[src/rtl/sc_level_counter.sv]
// sc_level_counter: game level register with edge-once request FSM, max-level flag and level-scaled speed tick
module sc_level_counter #(
    parameter int LEVEL_W    = 4,
    parameter int MAX_LEVEL  = 9,
    parameter int TICK_W     = 26,
    parameter int BASE_TICKS = 25000000,
    parameter int STEP_TICKS = 2500000,
    parameter int MIN_TICKS  = 2500000
) (
    input  logic               SC_STATEMACHINEGENERAL_CLOCK_50,
    input  logic               SC_STATEMACHINEGENERAL_RESET_InHigh,
    input  logic               SC_LEVELCOUNTER_clear_InLow,
    input  logic               SC_LEVELCOUNTER_contador_niveles_InLow,
    output logic [LEVEL_W-1:0] SC_LEVELCOUNTER_level_OutBus,
    output logic               SC_LEVELCOUNTER_COMPARATOR_LEVELS,
    output logic               SC_LEVELCOUNTER_ack_OutHigh,
    output logic               SC_LEVELCOUNTER_speedTick_OutHigh
);
    localparam logic [0:0] IDLE         = 1'b0;
    localparam logic [0:0] WAIT_RELEASE = 1'b1;
    localparam int PW = TICK_W + LEVEL_W;
    localparam logic [LEVEL_W-1:0] max_lvl = LEVEL_W'(MAX_LEVEL);
    localparam logic [PW-1:0] base_p = PW'(BASE_TICKS);
    localparam logic [PW-1:0] step_p = PW'(STEP_TICKS);
    localparam logic [PW-1:0] min_p  = PW'(MIN_TICKS);
    logic [0:0]         state;
    logic [TICK_W-1:0]  presc;
    logic [TICK_W-1:0]  period;
    logic [PW-1:0]      prod;
    logic [LEVEL_W-1:0] level_next;
    logic               req;
    logic               clr;
    logic               accept;
    logic               restart;
    logic               wrap;
    // product is widened so level*STEP never wraps before the floor comparison
    always_comb begin
        req        = !SC_LEVELCOUNTER_contador_niveles_InLow;
        clr        = !SC_LEVELCOUNTER_clear_InLow;
        accept     = state == IDLE && req;
        level_next = accept && SC_LEVELCOUNTER_level_OutBus != max_lvl ? SC_LEVELCOUNTER_level_OutBus + 1'b1 : SC_LEVELCOUNTER_level_OutBus;
        prod       = PW'(SC_LEVELCOUNTER_level_OutBus) * step_p;
        period     = prod >= base_p - min_p ? TICK_W'(MIN_TICKS) : TICK_W'(base_p - prod);
        restart    = level_next != SC_LEVELCOUNTER_level_OutBus;
        wrap       = presc >= period - 1'b1;
    end
    always_ff @(posedge SC_STATEMACHINEGENERAL_CLOCK_50 or posedge SC_STATEMACHINEGENERAL_RESET_InHigh) begin
        if (SC_STATEMACHINEGENERAL_RESET_InHigh) begin
            state                             <= IDLE;
            presc                             <= '0;
            SC_LEVELCOUNTER_level_OutBus      <= '0;
            SC_LEVELCOUNTER_COMPARATOR_LEVELS <= 1'b0;
            SC_LEVELCOUNTER_ack_OutHigh       <= 1'b0;
            SC_LEVELCOUNTER_speedTick_OutHigh <= 1'b0;
        end else if (clr) begin
            state                             <= req ? WAIT_RELEASE : IDLE;
            presc                             <= '0;
            SC_LEVELCOUNTER_level_OutBus      <= '0;
            SC_LEVELCOUNTER_COMPARATOR_LEVELS <= 1'b0;
            SC_LEVELCOUNTER_ack_OutHigh       <= 1'b0;
            SC_LEVELCOUNTER_speedTick_OutHigh <= 1'b0;
        end else begin
            state                             <= req ? WAIT_RELEASE : IDLE;
            presc                             <= restart || wrap ? '0 : presc + 1'b1;
            SC_LEVELCOUNTER_level_OutBus      <= level_next;
            SC_LEVELCOUNTER_COMPARATOR_LEVELS <= level_next == max_lvl;
            SC_LEVELCOUNTER_ack_OutHigh       <= accept;
            SC_LEVELCOUNTER_speedTick_OutHigh <= !restart && wrap;
        end
    end
endmodule

[config.mk]
export PLATFORM = sky130hd
export DESIGN_NAME = sc_level_counter
export DESIGN_NICKNAME = d
export VERILOG_FILES = /design/src/rtl/sc_level_counter.sv
export SDC_FILE = /design/constraint.sdc
export NUM_CORES = 1
export LEC_CHECK = 0
export ABC_AREA = 1
export CORE_MARGIN = 2
export CORE_UTILIZATION = 60
export CTS_BUF_LIST = sky130_fd_sc_hd__clkbuf_16
export DETAILED_ROUTE_END_ITERATION = 12
export HOLD_SLACK_MARGIN = 0.06
export MAX_ROUTING_LAYER = met4
export PLACE_DENSITY = 0.8
export SKIP_LAST_GASP = 1
export SYNTH_ARGS = -nofsm -noshare
export SYNTH_HDL_FRONTEND = slang
export SYNTH_SLANG_ARGS = --single-unit
[constraint.sdc]
create_clock -name SC_STATEMACHINEGENERAL_CLOCK_50 -period 6.5 [get_ports SC_STATEMACHINEGENERAL_CLOCK_50]
set_input_delay 1.3 -clock SC_STATEMACHINEGENERAL_CLOCK_50 [delete_from_list [all_inputs] [get_ports SC_STATEMACHINEGENERAL_CLOCK_50]]
set_output_delay 1.3 -clock SC_STATEMACHINEGENERAL_CLOCK_50 [all_outputs]
set_load 0.03 [all_outputs]
Word level (Yosys, flattened, before mapping)
Index checks and enable logic that the tools add are counted.
{"block": "totals", "mem_count": 0, "in_bits": 4, "output_inout_bits": 7, "ff_bits": 34, "latch_bits": 0, "ram_bits": 0, "wordCells": 32, "mem_bits_ro": 0}
{"block": "classes", "order_cmp": 2, "n_eq_ne": 3, "bitwise": 1, "n_shift": 0, "n_mux": 9, "div_mod_pow": 0, "addsub": 4, "n_mul": 1, "n_reduce_logical": 6}
{"operator": "$mux 26", "count": 3}
{"operator": "$add 26x1->26 const B", "count": 1}
{"operator": "$ge 26x25->1 const B", "count": 1}
{"operator": "$ge 26x26->1", "count": 1}
{"operator": "$sub 25x26->26 const A", "count": 1}
{"operator": "$sub 26x1->26 const B", "count": 1}
{"operator": "$mul 4x17->21 const B", "count": 1}
{"operator": "$mux 4", "count": 2}
{"operator": "$add 4x1->4 const B", "count": 1}
{"operator": "$eq 4x4->1 const B", "count": 1}
{"operator": "$mux 1", "count": 4}
{"operator": "$ne 4x4->1", "count": 1}
{"operator": "$ne 4x4->1 const B", "count": 1}
{"operator": "$logic_and 1x1->1", "count": 3}
{"operator": "$logic_not 1->1", "count": 2}
{"operator": "$logic_or 1x1->1", "count": 1}
{"operator": "$not 1->1", "count": 1}

Logic depth before layout (Yosys ltp)
{"block": "depth", "ltp_word": 8, "ltp_mapped": 40, "depth_no_buf": 39}

Worst setup path before layout
No wires, ideal clock.
{"block": "synth_path", "path_kind": "register to register", "from": "reg SC_LEVELCOUNTER_level_OutBus[2]", "to": "reg presc[21]", "path_stages_with_launch": 39, "setup_ps": 86, "setup_slack_ps": 917, "required_time_ps": 6414, "period_less_slack_ps": 5583, "arrival_ps": 5497, "path_cell_list": "dfrtp_1 -> buf_6 -> inv_1 -> ha_1 -> fa_1 -> inv_1 -> ha_1 -> inv_1 -> nand2_1 -> nand3_1 -> nand2_1 -> nand3_1 -> nand2_1 -> nand2_1 -> nand2_1 -> nand2_1 -> nand3_1 -> nand2_1 -> (+3 left out) -> nor2_1 -> ha_1 -> nand2_1 -> nor2_4 -> nand2_2 -> nor2_4 -> xor2_1 -> ha_1 -> nand2_1 -> nor2_1 -> a211oi_1 -> o221ai_1 -> nand2_1 -> nand4_1 -> a31oi_1 -> nand2_1 -> buf_1 -> nor3_1"}
{"block": "synth_via", "elab_chain_len": 8, "elab_cells_between_ends": 14}
{"element": "start, declared", "line": "14", "rtl": "output logic [LEVEL_W-1:0] SC_LEVELCOUNTER_level_OutBus,"}
{"element": "start signal, assigned", "line": "65", "rtl": "SC_LEVELCOUNTER_level_OutBus <= level_next;"}
{"element": "$mul 4x17->21", "line": "42", "rtl": "prod = PW'(SC_LEVELCOUNTER_level_OutBus) * step_p;"}
{"element": "$sub 25x26->26 or $ge 26x25->1 (tied branches)", "line": "43", "rtl": "period = prod >= base_p - min_p ? TICK_W'(MIN_TICKS) : TICK_W'(base_p - prod);"}
{"element": "$mux 26", "line": "43"}
{"element": "$sub 26x1->26", "line": "45", "rtl": "wrap = presc >= period - 1'b1;"}
{"element": "$ge 26x26->1", "line": "45"}
{"element": "$logic_or 1x1->1 *", "line": "64", "rtl": "presc <= restart || wrap ? '0 : presc + 1'b1;"}
{"element": "$mux 26 *", "line": "64"}
{"element": "$mux 26 *", "line": "55", "rtl": "end else if (clr) begin"}
{"element": "end signal, assigned", "line": "64"}
{"element": "end, declared", "line": "27", "rtl": "logic [TICK_W-1:0] presc;"}
Mark *: on every way between the ends. The rest lies on a longest branch, timed or not.

Final worst setup path
{"block": "layout_path", "from": "reg SC_LEVELCOUNTER_level_OutBus[2]", "to": "reg presc[3]"}
The elaborated chain is that of the path after synthesis.

==> results.tsv <==
stage	metric	value	unit
timing	tns	0	ps
timing	tightest_slew	611.8	ps
timing	setup_viol	0	
timing	relSlewSlack	0.5894	
run	cap_violations	0	
placement	dp_hpwl	8864	um
finish	area_delta_synth_final	10.10	%
setup_path	slowest_stage	fa_1	
die	core_area	7214	sq um
placement	dp_slack	86.98	ps
logic_synthesis	seq_area_frac_synth	0.1918	
drt	drtIter0Drc	303	
hold_path	hp-start	state$_DFF_PP0_	
global_routing	grt_start_max_net_pins	35	
logic_synthesis	syn_area_per_cell	6.267	sq um
clock_network	clkTransAtPathRegs	60	ps
setup_path	crit-reg2reg-launch	SC_LEVELCOUNTER_level_OutBus[2]$_DFF_PP0_	
logic_synthesis	yosysWarnings	0	
clock_network	clock_latency	280	ps
setup_path	timing.rr.end	presc[3]$_DFF_PP0_	
global_routing	grt_pass1_vias	4172	
hold_path	worstHoldEndpoint	SC_LEVELCOUNTER_ack_OutHigh$_DFF_PP0_	
setup_path	cp-startpoint	SC_LEVELCOUNTER_level_OutBus[2]$_DFF_PP0_	
clock_network	cts_tree	done	
logic_synthesis	async_flop_share	1.000	
timing	fin_crit_sh	0.9181	
setup_path	path_class	reg -> reg	
timing	slew_violations	0	
drt	routedWlPerCell	13.72	um
die	rows	31	
logic_synthesis	synthFlopType	dfrtp_1	
finish	finalNonFillerCells	825	
logic_synthesis	ys_ff_latch	34	
die	die-area	8098	sq um
global_routing	track_usage	0.2906	
clock_network	cts.sinks	34	
timing	hold_viol	0	
finish	final_layout_size_suffix_gt1_frac	0.08815	
setup_path	cpMostUsedCell	nand2_1	
die	die_w	89.99	um
die	ios	11	
setup_path	crit_family	simple AND/OR/NAND/NOR gates	
placement	port_buffers	10	
timing	period_needed	5968	ps
setup_path	crit_fanout	13	
timing	skew	4.669	ps
setup_path	critPathMaxStageDelay	500	ps
global_routing	grt-ovfl-total	0	
timing	fin_ws	532.3	ps
placement	placed_cells	815	
run_status	run_status	finished clean	
logic_synthesis	synth_area	4437	sq um
clock_network	numCtsBuffers	5	
power	leakage	2.626	nW
drt	ant_nets	0	
setup_path	cp-end-kind	flop	
timing	clock.fmax	0.1676	GHz
hold_path	hold_depth	1	
drt	drc	0	
finish	num_antenna_cells	0	
setup_path	r2r_slack	530	ps
clock_network	clockRootBuffer	clkbuf_16	
placement	gp_congestion	0.9362	
drt	viasPerCell	5.520	
die	initial_utilization	0.6150	
setup_path	r2r_cells	37	
setup_path	crit_path_start_kind	flop	
drt	finalWirelength	11320	um
clock_network	clock_path_buffers	2	
drt	first_pass_iters	5	
setup_path	required	6670	ps
power	irDropWorstVdd	0.1510	mV
die	die_y	89.99	um
clock_network	h-tree-depth	2	
power	powerDensity	175.9	nW/um^2
hold_path	min_path_type	reg -> reg	
logic_synthesis	ys_types	43	
logic_synthesis	synth_cells	708	
logic_synthesis	synth_edf_count	0	
finish	fin_nets	778	
logic_synthesis	syn-num-nets	761	
setup_path	arrival	6140	ps
drt	vias	4554	
setup_path	critPathBufInv	4	
global_routing	antenna_found_initial	0	
global_routing	grt_pass1_wl	19090	um
[metal layers]
| metal | GRT usage | routed length [um] |
|---|---|---|
| met1 | 0.3923 | 5139 |
| met2 | 0.4741 | 5437 |
| met3 | 0.03772 | 630 |
| met4 | 0.05897 | 115 |
| met5 | - | 0 |
[cells in the mapped netlist, types with 3 or more instances]
cell	n	area [sq um]
o21ai_0	22	110.1
clkbuf_1	3	11.26
xor2_1	18	157.7
a21oi_1	17	85.08
nand4_1	19	118.9
xnor2_1	11	96.34
buf_6	4	45.04
nand3_1	61	305.3
inv_1	110	412.9
inv_2	4	15.01
ha_1	47	588.1
nand3b_1	3	22.52
nand2_2	19	118.9
or2_1	3	18.77
a211oi_1	3	22.52
nand2_1	182	683.2
nor2_4	4	45.04
nor2_2	3	18.77
nor2_1	92	345.3
dfrtp_1	34	850.8
nor3_1	20	100.1
[state kept, by name, summed over array words and instances, names as in the netlist]
signal                             cells
SC_LEVELCOUNTER_level_OutBus           4
SC_LEVELCOUNTER_COMPARATOR_LEVELS      1
state                                  1
SC_LEVELCOUNTER_ack_OutHigh            1
presc                                 26
SC_LEVELCOUNTER_speedTick_OutHigh      1
[cells by family after synthesis]
logic type | share of synthesized area
flip-flops | 0.1918
AND/OR/NAND/NOR | 0.4267
other | 0.0008452
adder cells (fa/ha/maj) | 0.1416
AO/OA/AOI/OAI | 0.07192
XOR/XNOR | 0.05725
buffers and inverters | 0.1100
[worst max-delay path by stage]
stage	end	slack, ps	depth (start not counted)
after floorplan	presc[21]$_DFF_PP0_	920	38
after global placement	presc[3]$_DFF_PP0_	410	35
after detailed placement	presc[3]$_DFF_PP0_	90	35
after CTS	presc[3]$_DFF_PP0_	20	35
after global routing	presc[15]$_DFF_PP0_	-10	38
final	presc[3]$_DFF_PP0_	530	37
[what timing repair did]
action | CTS | global route
endpoints found under the setup margin | 0 | 27
buffers inserted | 0 | 2
resized for setup | 0 | 8
hold buffers | 0 | 0
[layout by cell type, fill, tap and decap left out, drive strengths merged, types with 11 or more instances in the layout]
master and instances:
a21oi 18, dfrtp 34, ha 47, inv 114
nand2 201, nand3 63, nand4 20, nor2 99
nor3 23, o21ai 25, xnor2 11, xor2 18
[through the flow]
| stage | util | hold slack (ps) | power, mW | cell area (sq um) |
|---|---|---|---|---|
| final | 0.6771 | 431.4 | 0.8592 | 4885 |
| after global routing | 0.6771 | 444.2 | 0.9146 | 4885 |
| after CTS | 0.6708 | 436.5 | 0.8550 | 4840 |
| after detailed placement | 0.6439 | 427.1 | 0.5425 | 4646 |
| after global placement | 0.6439 | 428.4 | 0.5371 | 4646 |
| after floorplan | - | 409.6 | 0.4693 | 4437 |
[cell type report]
class,count,area [sq um]
well taps,99,123.9
clock inverters,3,68.82
flip-flops and latches,34,853.3
fillers,662,2330
clock buffers,5,125.1
multi-input cells,552,3126
repair buffers,18,160.2
inverters,114,427.9
[where the power goes]
part / leakage, nW / internal [mW] / switching [mW]
Clock: 0.0940 / 0.220 / 0.0913
Sequential: 0.465 / 0.215 / 0.00494
Combinational: 2.07 / 0.106 / 0.221
Note: power is estimated with default switching activity, not from simulation.
